### src/rtl/irq_arbiter.sv
// rtl/irq_arbiter.sv - edge-capturing interrupt arbiter with ExtIRQ/ExtIAck handshake and snooped enable/EOI stores
// Optional macro IRQ_ARBITER_RR_EN selects round-robin winner selection instead of fixed priority.
module irq_arbiter #(
  parameter int NSRC = 4,
  parameter int N = 64,
  parameter logic [N-1:0] EN_ADDR = 'h7F0,
  parameter logic [N-1:0] EOI_ADDR = 'h7F8
) (
  input  logic                    clk,
  input  logic                    reset,
  input  logic [NSRC-1:0]         irq_src,
  input  logic [N-1:0]            DM_addr,
  input  logic [N-1:0]            DM_writeData,
  input  logic                    DM_writeEnable,
  input  logic                    ExtIAck,
  output logic                    ExtIRQ,
  output logic [$clog2(NSRC)-1:0] irq_id,
  output logic                    irq_active,
  output logic [NSRC-1:0]         irq_pending
);

  localparam int IDW = $clog2(NSRC);

  typedef enum logic [1:0] {
    IDLE = 2'd0,
    REQ  = 2'd1,
    SVC  = 2'd2
  } stateType;

  stateType         state;
  stateType         stateNext;
  logic [NSRC-1:0]  srcQ;
  logic [NSRC-1:0]  pending;
  logic [NSRC-1:0]  pendingNext;
  logic [NSRC-1:0]  enable;
  logic [NSRC-1:0]  elig;
  logic [NSRC-1:0]  edgeSet;
  logic [NSRC-1:0]  ackClr;
  logic [IDW-1:0]   irqId;
  logic [IDW-1:0]   winner;
  logic             grantTake;
  logic             ackTake;
  logic             enWrite;
  logic             eoiWrite;
  logic             unusedData;

  assign enWrite    = DM_writeEnable && (DM_addr == EN_ADDR);
  assign eoiWrite   = DM_writeEnable && (DM_addr == EOI_ADDR);
  assign unusedData = ^DM_writeData[N-1:NSRC];

  // Registered enable and pending: an enable store only affects the following cycle's arbitration.
  assign elig    = pending & enable;
  assign edgeSet = irq_src & ~srcQ;
  assign ackClr  = ackTake ? (NSRC'(1) << irqId) : '0;
  // Set is applied after clear so a fresh edge during the ack keeps the bit pending.
  assign pendingNext = (pending & ~ackClr) | edgeSet;

`ifdef IRQ_ARBITER_RR_EN
  logic [IDW-1:0] rrPtr;

  always_comb begin
    int idx;
    idx    = 0;
    winner = '0;
    for (int o = NSRC - 1; o >= 0; o--) begin
      idx = (int'(rrPtr) + o) % NSRC;
      if (elig[idx[IDW-1:0]]) winner = idx[IDW-1:0];
    end
  end

  always_ff @(posedge clk) begin
    if (reset) begin
      rrPtr <= '0;
    end else if (ackTake) begin
      rrPtr <= (irqId == IDW'(NSRC - 1)) ? '0 : irqId + 1'b1;
    end
  end
`else
  always_comb begin
    logic [IDW-1:0] k;
    k      = '0;
    winner = '0;
    for (int i = NSRC - 1; i >= 0; i--) begin
      k = IDW'(i);
      if (elig[k]) winner = k;
    end
  end
`endif

  always_comb begin
    stateNext = state;
    grantTake = 1'b0;
    ackTake   = 1'b0;
    case (state)
      IDLE: begin
        if (|elig) begin
          grantTake = 1'b1;
          stateNext = REQ;
        end
      end
      REQ: begin
        if (ExtIAck) begin
          ackTake   = 1'b1;
          stateNext = SVC;
        end
      end
      SVC: begin
        if (eoiWrite) stateNext = IDLE;
      end
      default: stateNext = IDLE;
    endcase
  end

  always_ff @(posedge clk) begin
    if (reset) begin
      state   <= IDLE;
      srcQ    <= '0;
      pending <= '0;
      enable  <= '1;
      irqId   <= '0;
    end else begin
      state   <= stateNext;
      srcQ    <= irq_src;
      pending <= pendingNext;
      if (enWrite) enable <= DM_writeData[NSRC-1:0];
      if (grantTake) irqId <= winner;
    end
  end

  assign ExtIRQ      = (state == REQ);
  assign irq_active  = (state == SVC);
  assign irq_id      = irqId;
  assign irq_pending = pending;

endmodule

### config.mk
export PLATFORM = sky130hd
export DESIGN_NAME = irq_arbiter
export DESIGN_NICKNAME = d
export VERILOG_FILES = /design/src/rtl/irq_arbiter.sv
export SDC_FILE = /design/constraint.sdc
export NUM_CORES = 1
export LEC_CHECK = 0
export ABC_CLOCK_PERIOD_IN_PS = 1800
export BUFFER_PORTS_ARGS = -buffer_cell sky130_fd_sc_hd__buf_2
export CAP_MARGIN = 30
export CORE_ASPECT_RATIO = 0.9
export CORE_MARGIN = 2
export CORE_UTILIZATION = 27
export CTS_BUF_LIST = sky130_fd_sc_hd__clkbuf_8
export DETAILED_ROUTE_END_ITERATION = 16
export PLACE_DENSITY = 0.93
export SLEW_MARGIN = 20
export SYNTH_ARGS = -nofsm -noshare
export SYNTH_HDL_FRONTEND = slang
export SYNTH_SLANG_ARGS = --single-unit
### constraint.sdc
create_clock -name clk -period 1.8 [get_ports clk]
set_clock_uncertainty 0.1 [all_clocks]
set_input_delay 0.18 -clock clk [delete_from_list [all_inputs] [get_ports clk]]
set_output_delay 0.18 -clock clk [all_outputs]
set_load 0.1 [all_outputs]
Word level (Yosys, flattened, before mapping)

Index checks and enable logic that the tools add are counted.

Register bits: 16
Output and inout port bits: 8

Mux-type cells: 13
Shift operators: 1
Equality and inequality tests: 7
Reductions and logical operators: 5
Bitwise gates (word level): 6

Operators by type and width:

| cell                                                  | number |
|---|---|
| == test 64 x 11 -> 1 bit, second input constant       | 2 |
| 2-to-1 mux 2 bit                                      | 7 |
| bitwise AND 4 bit                                     | 3 |
| NOT 4 bit                                             | 2 |
| one-hot mux 2 bit (3 select lines)                    | 1 |
| 2-to-1 mux 1 bit                                      | 4 |
| 2-to-1 mux 4 bit                                      | 1 |
| inequality test 2 bit, second input constant          | 2 |
| OR 4 bit                                              | 1 |
| OR reduction 4 bit                                    | 1 |
| left shift 1 x 2 -> 4 bit, first input constant       | 1 |
| AND reduction 3 bit                                   | 1 |
| == test 2 x 1 -> 1 bit, second input constant         | 1 |
| == test 2 bit, second input constant                  | 1 |
| logical AND 1 bit                                     | 2 |
| logical NOT 2 bit                                     | 1 |
| inequality test 2 x 1 -> 1 bit, second input constant | 1 |

Logic depth before layout (Yosys ltp)

Gate-level depths: netlist of the first run.

Depth in word-level cells: 6
Gate-level depth with buffers: 5
Mapped depth without buffers: 5

Least setup slack after synthesis of the first run

OpenSTA, ideal clock, no wires.

Kind: flip-flop to flip-flop
Start: register state[0]
End: register pending[1], in the netlist irq_pending[1]
Period minus slack after synthesis: 2631 ps
Arrival time: 2399 ps
Required time: 1568 ps
Slack: -831 ps
Stages on the path, launching flop included: 6
Setup time: 132 ps
Cells stage by stage: dfxtp_1 nor2b_1 and2_1 nand2_1 o21ai_0 a21oi_1

Longest elaborated chain between the ends: 6

Ends and longest elaborated chain:

| item                   | RTL line | RTL |
|---|---|---|
| start, declared        | 30       | `stateType state;` |
| start signal, assigned | 122      | `state <= stateNext;` |
| == test 2 x 1 -> 1 bit | n/a      |  |
| via ExtIRQ             | 16       | `output logic ExtIRQ,` |
| 2-to-1 mux 1 bit       | 94       | `case (state)` |
| 2-to-1 mux 4 bit       | 54       | `assign ackClr = ackTake ? (NSRC'(1) << irqId) : '0;` |
| NOT 4 bit              | 56       | `assign pendingNext = (pending & ~ackClr) \| edgeSet;` |
| bitwise AND 4 bit      | 56       |  |
| OR 4 bit               | 56       |  |
| end signal, assigned   | 124      | `pending <= pendingNext;` |
| end, declared          | 33       | `logic [NSRC-1:0] pending;` |

The timed path passes the listed nets, and every way through them passes these cells.
A chain may end at the register's enable or synchronous reset.

Worst setup path in the final report of the first run

Start: register state[1]
End: output irq_active

Longest elaborated chain between the ends: 1

Ends and longest elaborated chain:

| item          | RTL line | RTL |
|---|---|---|
| == test 2 bit | 131      | `assign irq_active = (state == SVC);` |
| end, declared | 18       | `output logic irq_active,` |

Every way passes these cells.

==> results summary, run 1 <==
Setup repair after global routing left no endpoint under its margin. The average via count per standard cell came out at approximately 4.7. The hold violation total from the final report was 0. TritonCTS built the clock tree.

Among all cell types in the netlist, the one instantiated most often is dfxtp_1. The I/O pin count is 144. After synthesis, the most frequently instantiated cells are dfxtp_1, nor4_1, nand3_1, a21oi_1, nor2b_1. The power density of the placed cells came out at around 770 mW/mm^2. The leakage power is about 0.6 nW.

In this run the horizontal extent of the chip is roughly 61 um. The cell count after synthesis came out at about 90. The maximum fanout along the worst path came out at 4.

Summing all placed instances gives a cell area of approximately 0.0013 sq mm. Data on the critical path arrives at its endpoint at roughly 1.3 ns. The clock period minus worst slack is about 1.6 ns. The transition at the pin with the smallest max-transition slack came out at between 0.4 and 0.5 ns. The cell chosen for the clock root is clkbuf_8.

The sequential group share of total power came out at about two fifths. On the final layout, the worst hold slack is roughly 0.063 ns. For this design, the sink count on the clock tree is 16. The HPWL after detailed placement is between 2000 and 2500 um. The worst path uses approximately nine tenths of the clock period.

The floorplan row count came out at 18. The clock network is responsible for a little under a third of the overall power. Yosys attributes the largest share of cell area to dfxtp_1, nor4_1, nand3_1, nor2b_1, nor4_2. The endpoint kind of the worst setup timing path is an output port. The via count of the first global-routing pass is 954. Summed over all layers, the routed wires come to 2582 um. The synthesized design spends more area on one cell type than any other, namely dfxtp_1. The maximum VDD drop came out at 280.7 uV.

Net switching is roughly a third of the power. The initial antenna violation count is 0. The die area came out at 0.003353 sq mm.

The first-pass GRT wire length is around 4000 um. The maximum clock frequency came out at about 630 MHz. The most critical setup path has its startpoint at state[1]$_SDFFE_PP0P_. At the later pin of the worst-skew pair, clock insertion delay measures between 0.2 and 0.3 ns.

Entering global routing, the biggest net connects 14 pins. In this run the worst hold path is classified as in -> reg. The classification of the worst setup path is reg -> out. The Yosys step of the flow raised 0 warnings.

The number of buffers and inverters on the critical path came out at 1. The placeable core region came out at around 0.0027 sq mm. The part of the total power dissipated in combinational logic came out at 30.5%. From bottom edge to top edge, the die measures approximately 55 um.

The most common flop cell mapped by yosys is dfxtp_1. The detailed-router iteration count before antenna repair came out at 4. In this run the power spent charging and discharging nets is roughly 0.35 mW. The number of max-cap violations came out at 0. The first-iteration detailed-routing DRC count is 28. The startpoint of the worst register-to-register path is enable[3]$_SDFFE_PP1P_. Traced cell by cell, the critical path runs through nor2b_2, buf_2.

Global routing consumed, over all layers together, between 10% and 20% of the routing resources. The count of pins over their slew limit came out at 0. The number of enable-type register cells in the synthesized netlist came out at 0. The required time of the critical path is ~1.5 ns. The cell area after layout came out at between 0.001 and 0.0015 sq mm. The number of post-CTS setup repair buffers is 0. Once the floorplan was initialized, standard cells occupied 28.55% of the core. The largest stage delay on the critical path came out at roughly 0.44 ns. Summing every instance area after synthesis gives between 700 and 800 sq um. The number of H-tree levels came out at 1.

In this design, the largest share of critical-path delay is due to buffers and inverters. The number of port buffers came out at 83. The worst slew margin relative to its limit is roughly 67%.

The post-synthesis average cell area came out at approximately 8.5 sq um. The post-cts resize count is 0. The synthesized flop and latch total came out at 16. The clock transition at the registers of the reported paths came out at approximately 0.060 ns. For this design, the CTS-stage hold fixing added 0 buffers. The maximum count of clock buffers along a single path is 2.

The signed area change from the synthesized netlist to the final layout came out at 69.06%. The sequential area share after synthesis is between 40% and 50%. The ratio of cells with drive above 1 in the final layout came out at between 50% and 60%.

After detailed routing, the average wire length per cell comes to between 10 and 15 um. The worst hold path begins at irq_src[3]. The net count after synthesis came out at approximately 230. The total negative slack for setup checks came out at 0 ns. The highest-delay cell along the critical path is buf_2. The routability-driven placement congestion ratio came out at roughly 0.82. The top cell type by area accounts for approximately two fifths of the synthesized area. The number of buffers created by CTS is 3.

The detailed-route via count came out at around 1000. The async set-reset flop share out of synthesis came out at 0%. The final cell utilization of the core is between 40 and 50%.

The internal power contribution came out at around 0.68 mW. The flow ran to the end, and the final reports show no timing, DRC or antenna violations. The total overflow reported by the global router is 0. In this run the remaining antenna-violating nets after routing total 0. The number of nets in the final layout came out at about 320.

STA classifies the critical path startpoint as a register. The count of unique library cells instantiated by Yosys is 26. The detailed-route DRC error count is 0. Setup violations remaining at the end of the flow were counted as 0.
## cell usage in the layout, fill, tap and decap left out, types with 2 or more instances in the layout
| cell type | n |
|---|---|
| a21oi_1 | 7 |
| buf_2 | 83 |
| clkbuf_8 | 4 |
| dfxtp_1 | 12 |
| dfxtp_2 | 4 |
| inv_1 | 2 |
| nand2_1 | 6 |
| nand2b_1 | 4 |
| nand3_1 | 9 |
| nand4_1 | 4 |
| nor2_1 | 3 |
| nor2b_1 | 5 |
| nor3_1 | 2 |
| nor4_1 | 10 |
| nor4_2 | 3 |
| o21ai_0 | 2 |
| o21ai_1 | 5 |
## layout make-up
| cell class | count | area, sq um |
|---|---|---|
| Sequential cell | 16 | 325.3 |
| Inverter | 2 | 7.507 |
| Antenna cell | 1 | 2.502 |
| Tap cell | 40 | 50.05 |
| Multi-Input combinational cell | 73 | 462.9 |
| Clock buffer | 4 | 55.05 |
| Timing Repair Buffer | 84 | 422.9 |
| Fill cell | 284 | 1421 |
## power groups by stage
stage | Combinational [mW] | Sequential [mW] | Clock, mW
2_1_floorplan | 0.109 | 0.496 | 0
3_3_place_gp | 0.308 | 0.407 | 0
3_5_place_dp | 0.313 | 0.409 | 0
4_1_cts | 0.314 | 0.401 | 0.316
5_1_grt | 0.336 | 0.405 | 0.334
6_report | 0.313 | 0.402 | 0.311
## layer usage
metal / part of all wire [%] / global-route usage [%] / wire [um] / vias up
li1: - / - / - / 530
met1: 41 / 17.13 / 1048 / 488
met2: 56 / 30.65 / 1435 / 15
met3: 3.0 / 5.814 / 78 / 2
met4: 0.74 / 5.435 / 19 / 0
met5: 0 / 0 / 0 / -
## flip-flops by register name (all words and copies together) (netlist names)
name / flops
irq_id: 2
srcQ: 4
enable: 4
irq_pending: 4
state: 2
## per-stage QoR
| stage | setup WS, ns | instances | power [mW] |
|---|---|---|---|
| 2_1_floorplan | 0.07174 | 92 | 0.6053 |
| 5_1_grt | 0.1322 | 219 | 1.075 |
| 3_5_place_dp | 0.01779 | 215 | 0.7220 |
| 4_1_cts | 0.2091 | 219 | 1.031 |
| 3_3_place_gp | 0.03723 | 215 | 0.7158 |
| 6_report | 0.2100 | 220 | 1.025 |
## final timing paths
path / endpoint / slack, ns / cells past startpoint
max: irq_active / 0.21 / 2
min: srcQ[3]$_SDFF_PP0_ / 0.06 / 2
max reg2reg: irq_id[0]$_SDFFE_PP0P_ / 0.38 / 5
min reg2reg: irq_pending[0]$_SDFF_PP0_ / 0.38 / 2
## cells by family (layout without fill, tap and decap cells)
logic type             after synthesis  after routing  share of synthesized area, %
AOI/OAI and AO/OA                   19             19                         14.04
other                                0              1                             0
buffers and inverters                3             90                         1.435
DFF                                 16             16                         40.83
and+or+nand+nor                     54             54                         43.70
Power figures use the tool's default switching activity.
==> inputs of run 2 (changes only) <==
Settings changed: ABC_CLOCK_PERIOD_IN_PS 1800 to 1850, CORE_ASPECT_RATIO 0.9 to not set, CORE_UTILIZATION 27 to 29, PLACE_DENSITY 0.93 to 0.95.
Clock period 1.8 ns to 1.85 ns, I/O delays scaled along.
==> run 2 against run 1 <==
  * Die area shrank 6.4%
  * Sequential share of layout area grew 0.54 points
  * Final cell count shrank 5.5%
==> results summary, run 2 (same netlist as run 1, synthesis figures left out) <==
The leakage power came to 0.6049 nW (-1.2%). The largest stage delay on the critical path came out at 0.44 ns (about the same). The worst setup path is captured at an output port.

The transition at the pin with the smallest max-transition slack is 0.4894 ns (-0.006589 ns). STA classifies the critical path startpoint as a register. The average via count per standard cell came out at 5.048 (+7.3%).

The detailed-route DRC error count is 0 (unchanged). The floorplan row count is 18 (unchanged). The flow ran to the end, and the final reports show no timing, DRC or antenna violations.

The initial antenna violation count came out at 0 (unchanged). The worst slack on hold paths is 0.07148 ns (+0.008197 ns). The first-iteration detailed-routing DRC count came out at 28 (unchanged).

The ratio of cells with drive above 1 in the final layout is 55.06% (-0.25 points). Relative to the synthesized area, the layout overhead comes to 65.39%. The number of H-tree levels came to 1 (unchanged). The count of pins over their slew limit is 0 (unchanged). The clock latency on the worst-skew pair came out at 0.25 ns (about the same).

The number of post-CTS setup repair buffers is 0 (unchanged). The floorplan die width is 56.01 um (-7.9%). The global-route total usage across every layer is 16.43% (+0.039 points).

The maximum count of clock buffers along a single path came out at 2 (unchanged). The path class of the lowest-slack min-delay path is in -> reg. The average routed wire per standard cell came out at 11.93 um (+1.7%). The number of max-cap violations came out at 0 (unchanged). The HPWL after detailed placement came out at 2207 um (-2.5%).

The clock transition at the registers of the reported paths was 0.06 ns (about the same). The routability-driven placement congestion ratio came to 0.7930 (-3.2%). The die outline height came out at 56.01 um (+1.6%). The required time of the critical path came out at 1.56 ns (+0.04 ns).

The maximum fanout along the worst path is 4 (unchanged). Grouping stages by cell kind, the critical path spends the most delay in buffers and inverters. The worst slew margin relative to its limit is 67.60% (+0.44 points). The placeable core region is 0.002522 sq mm (-8.2%). The total overflow reported by the global router is 0 (unchanged). Setup repair after global routing left no endpoint under its margin. The final antenna-violating net count came to 0 (unchanged). The hold violation total from the final report came out at 0 (unchanged). The post-detailed-placement cell area came out at 0.001256 sq mm (-0.99%).

The detailed-router iteration count before antenna repair is 4 (unchanged). The detailed-route wire length is 2482 um (-3.9%). Static timing analysis puts the maximum clock frequency at about 640 MHz. The clock sink count was 16 (unchanged). The setup-violating endpoint count in the final report was 0 (unchanged). The effective utilization at floorplan was 31.10% (+2.5 points). The cell area after layout is 0.001297 sq mm (-2.2%). The number of nets in the final layout is 316 (unchanged). The number of buffers inserted by hold repair at cts is 0 (unchanged). The pin count of the biggest net entering global routing came out at 14 (unchanged). TritonCTS built the clock tree.

The detailed-route via count came out at 1050 (+1.4%). The antenna diode count is 0 (-1). The via count of the first global-routing pass is 1044 (+9.4%). The library cell used most frequently in the layout, excluding fill and tap cells, is buf_2. The arrival time at the worst endpoint came out at 1.27 ns (-0.04 ns).

The part of the cycle the worst path needs came out at roughly 84%. The maximum VDD drop was 650.2 uV (+130%). The final cell utilization of the core is 51.44% (+3.2 points). The critical path in this run is classified as reg -> out. The first-pass GRT wire length is 4146 um (+2.5%). The library cells used most frequently in the layout, excluding fill and tap cells, are buf_2, dfxtp_1, nor4_1, nand3_1, a21oi_1. The post-cts resize count came to 0 (unchanged).

The number of buffers and inverters on the critical path came out at 1 (unchanged). The total negative slack for setup checks was 0 ns (unchanged). Traced cell by cell, the critical path runs through nor2b_4, buf_2. The clock period minus worst slack came out at ~1.6 ns.

The largest individual stage delay along the critical path comes from the cell buf_2. The number of port buffers came out at 83 (unchanged). The power density of the placed cells is 727.5 mW/mm^2 (-5.9%). In this run the clock root is driven by a clkbuf_8.

The number of buffers created by CTS came out at 3 (unchanged). The I/O pin count is 144 (unchanged). The die area is 0.003137 sq mm (-6.4%).
==> run 2: worst register-to-register path, delay by kind of cell, from the launching register on <==
family	cells	cell delay [ns]
AO/OA/AOI/OAI	3	0.69
flip-flops	1	0.36
AND/OR/NAND/NOR	2	0.19
==> run 2: final timing paths <==
| kind | to | slack (ns) | from | depth (start not counted) |
|---|---|---|---|---|
| worst max-delay path | ExtIRQ | 0.29 | state[0]$_SDFFE_PP0P_ | 2 |
| worst min-delay path | enable[3]$_SDFFE_PP1P_ | 0.07 | DM_writeData[3] | 3 |
| worst max register to register | irq_id[0]$_SDFFE_PP0P_ | 0.45 | irq_pending[3]$_SDFF_PP0_ | 5 |
| worst min register to register | irq_pending[0]$_SDFF_PP0_ | 0.38 | srcQ[0]$_SDFF_PP0_ | 2 |
==> run 2: layout make-up <==
class	instances	area (sq um)
Multi-Input combinational cell	73	462.9
Tap cell	30	37.54
Sequential cell	16	325.3
Clock buffer	3	41.29
Fill cell	234	1225
Inverter	2	7.507
Timing Repair Buffer	84	422.9
==> run 2: per-layer routing <==
metal  share of wire, %  wire length (um)  track usage [%]  vias up
met5                  0                 0                0        -
met4                2.1                51            8.163        0
met3                9.8               242            2.326        5
met2                 52              1292            31.26       65
met1                 36               895            17.25      451
li1                   -                 -                -      529
==> run 2: power by group <==
part / internal (mW) / switching (mW) / total (mW)
sequential: 0.369 / 0.0229 / 0.392
combinational: 0.104 / 0.200 / 0.304
clock: 0.144 / 0.104 / 0.248
==> run 2: stage by stage <==
step                instances  total power, mW  worst slack [ns]
detailed placement        205           0.7037           0.06568
finish                    208           0.9439            0.2908
global placement          205           0.6967           0.09414
CTS                       208           0.9583            0.2889
global route              208           0.9929            0.2159
floorplan                  92           0.5889            0.1217
==> inputs of run 3 (changes only) <==
Settings changed: ABC_AREA set to 1, ABC_CLOCK_PERIOD_IN_PS 1850 to 1350, CORE_UTILIZATION 29 to 26, PLACE_DENSITY 0.95 to 0.87.
Clock period 1.85 ns to 1.35 ns, I/O delays scaled along.
==> run 3 against run 2 <==
  * Sequential share of layout area is 3.2 points lower
  * Clock power grew 73%
  * Critical path depth down 1
  * Cell area is 17% higher
  * Non-clock buffer count grew 1
  * First-iteration DRC count decreased by 21%
  * Via count up 17%
  * Wire length increased by 2.9%
  * Clock-buffer cell count rose by 1
  * Highest routed layer unchanged
==> results summary, run 3 <==
The first-pass GRT wire length is 4657 um (+12%). The average routed wire per standard cell is 8.958 um (-25%). The final antenna-violating net count came out at 0 (unchanged). The run finished with clean final reports. The reported net switching power is 0.5839 mW (+79%). The area fraction of the dominant cell type after synthesis is 34.88% (-6.0 points). The net count after synthesis came out at 288 (+26%). The number of max-cap violations came to 0 (unchanged). The number of buffers and inverters on the critical path came to 1 (unchanged). The instance count of the mapped netlist is 152 (+65%).

The global-route total usage across every layer is 14.10% (-2.3 points). The classification of the worst setup path is reg -> out. The area used by multi-input combinational logic is 521.8 sq um (+13%). The synthesized flop and latch total came to 16 (unchanged).

The total negative slack for setup checks is 0 ns (unchanged). The maximum count of clock buffers along a single path came to 2 (unchanged). The endpoint kind of the worst setup timing path is an output port. Setup repair after global routing left no endpoint under its margin. The power share of the clock group is 27.7% (+1.4 points).

The maximum VDD drop came out at 536.8 uV (-17%). The ratio of cells with drive above 1 in the final layout is 42.68% (-12 points). The number of port buffers was 83 (unchanged). The required time of the critical path is 1.12 ns (-0.44 ns). The antenna diode count came out at 0 (unchanged). In this design, the largest share of critical-path delay is due to buffers and inverters. The area of the mapped netlist came out at 918.4 sq um (+17%). The leakage power came out at 0.8183 nW (+35%). The routability-driven placement congestion ratio is 0.7905 (-0.32%).

The die area is 0.004023 sq mm (+28%). The critical path goes through buf_2. The async set-reset flop share out of synthesis came out at 0% (unchanged). The clock period could shrink to around 1.3 ns. The clock transition at the registers of the reported paths is 0.06 ns (about the same). The setup-violating endpoint count in the final report was 0 (unchanged). The initial antenna violation count is 0 (unchanged). The arrival time at the worst endpoint is 1.06 ns (-0.21 ns).

The effective utilization at floorplan was 27.31% (-3.8 points). dfxtp_1 takes more of the synthesized area than any other cell. The pin count of the biggest net entering global routing is 12 (-2).

The sequential group share of total power is 35.6% (-5.9 points). The detailed-route via count came out at 1224 (+17%). The detailed-router iteration count before antenna repair came to 4 (unchanged). The average via count per standard cell was 4.295 (-15%). The most used flip-flop cell after synthesis is dfxtp_1. In the post-synthesis netlist, the biggest area contributors are dfxtp_1, nor2_1, nand2_1, inv_1, nand3_1. The part of the cycle the worst path needs is a little over nine tenths.

The most common cell after layout, fill and taps aside is buf_2. The first-iteration detailed-routing DRC count came out at 22 (-21%). The worst slack on hold paths came out at 0.001794 ns (-0.06969 ns). On the critical path, the stage with the largest delay is an instance of buf_2. The placeable core region came out at 0.003363 sq mm (+33%).

The post-detailed-placement cell area is 0.001440 sq mm (+15%). The sequential area share after synthesis is 34.88% (-6.0 points). Leaving out fill and tap cells, the most frequent cells in the layout are buf_2, nor2_1, nand2_1, inv_1, dfxtp_1. The detailed-route DRC error count is 0 (unchanged). The number of post-CTS setup repair buffers is 0 (unchanged). STA classifies the critical path startpoint as a register. The via count of the first global-routing pass came out at 1233 (+18%). The detailed-route wire length is 2553 um (+2.9%). The hold violation total from the final report was 0 (unchanged).

The number of nets in the final layout is 376 (+19%). The number of enable-type register cells in the synthesized netlist came out at 0 (unchanged). The number of buffers created by CTS is 3 (unchanged).

The part of the total power dissipated in combinational logic is 36.6% (+4.4 points). The total overflow reported by the global router came out at 0 (unchanged). The floorplan row count came to 21 (+3). The number of H-tree levels was 1 (unchanged). The I/O pin count is 144 (unchanged). The post-synthesis average cell area is 6.042 sq um (-29%). The maximum fanout along the worst path is 5 (+1).

The clock sink count came out at 16 (unchanged). The floorplan die width is 63.43 um (+13%). The register cell area after layout is 332.8 sq um (+2.3%).

The overall power was 1.543 mW (+64%). The tightest min-delay check is of the in -> reg type. The post-placement cell count was 279 (+36%).

The largest stage delay on the critical path came to 0.44 ns (about the same). The count of pins over their slew limit came out at 0 (unchanged). The signed area change from the synthesized netlist to the final layout is 65.53% (about the same). The cell area after layout is 0.001520 sq mm (+17%). The number of synthesis warnings is 0 (unchanged). The transition at the pin with the smallest max-transition slack is 0.4890 ns (-0.0004222 ns). The internal power contribution came out at 0.9595 mW (+55%). The HPWL after detailed placement came out at 2101 um (-4.8%). Derived from the worst setup path, the maximum achievable clock frequency is ~770 MHz. The net switching share of the total power is 37.83% (+3.2 points).

In this run the clock root is driven by a clkbuf_8. The power density of the placed cells came out at 1015 mW/mm^2 (+40%). The worst slew margin relative to its limit is 67.62% (about the same). The final cell count without fillers is 285 (+37%). The count of unique library cells instantiated by Yosys is 19 (-27%).

The final-layout fill cell count is 377 (+61%). The clock latency on the worst-skew pair is 0.25 ns (about the same). In the post-synthesis netlist, the cell with the most instances is nor2_1. TritonCTS built the clock tree. The die outline height is 63.43 um (+13%). In the synthesized netlist, the cells that appear most often are nor2_1, nand2_1, inv_1, dfxtp_1, nand3_1.
[run 3: path summary, 6_finish.rpt]
check | endpoint | slack [ns] | start | cells after the start
worst min register to register | irq_pending[3]$_SDFF_PP0_ | 0.32 | srcQ[3]$_SDFF_PP0_ | 1
worst max register to register | irq_pending[3]$_SDFF_PP0_ | 0.13 | state[0]$_SDFFE_PP0P_ | 5
worst min-delay path | srcQ[2]$_SDFF_PP0_ | 0.002 | irq_src[2] | 3
worst max-delay path | irq_id[0] | 0.05 | irq_id[0]$_SDFFE_PP0P_ | 1
[run 3: cell type report]
| cell class | count | share of cell area, % |
|---|---|---|
| clock buffers | 4 | 3.621 |
| multi-input cells | 112 | 34.32 |
| well taps | 46 | 3.786 |
| inverters | 22 | 5.761 |
| repair buffers | 85 | 30.62 |
| flip-flops and latches | 16 | 21.89 |
[run 3: logic make-up after synthesis]
group / synth area share, %
buf+inv: 9.945
flops: 34.88
simple gates: 46.32
compound gates: 8.856
[run 3: repair_timing]
item,4_1_cts,5_1_grt
hold buffers,2,0
gates resized for setup,0,1
hold endpoints to repair,2,0
endpoints found under the setup margin,0,1
[run 3: power by group through the flow]
stage / clock, mW / combinational [mW] / sequential [mW]
global placement: 0 / 0.547 / 0.558
global route: 0.454 / 0.614 / 0.553
CTS: 0.431 / 0.565 / 0.549
detailed placement: 0 / 0.557 / 0.559
finish: 0.428 / 0.566 / 0.550
floorplan: 0 / 0.201 / 0.723
[run 3: metrics by stage]
step	worst slack, ns	util (%)
floorplan	0.001186	-
global placement	0.1219	42.82
detailed placement	0.09423	42.82
CTS	0.05001	45.05
global route	0.006190	45.20
finish	0.05402	45.20
[run 3: routing by layer]
metal	wire length (um)	global-route usage (%)	share of wire, %	vias to the layer above
met3	130	1.786	5.1	7
met5	0	0	0	-
met1	1002	14.22	39	525
li1	-	-	-	654
met4	60	8.152	2.4	0
met2	1359	27.24	53	38
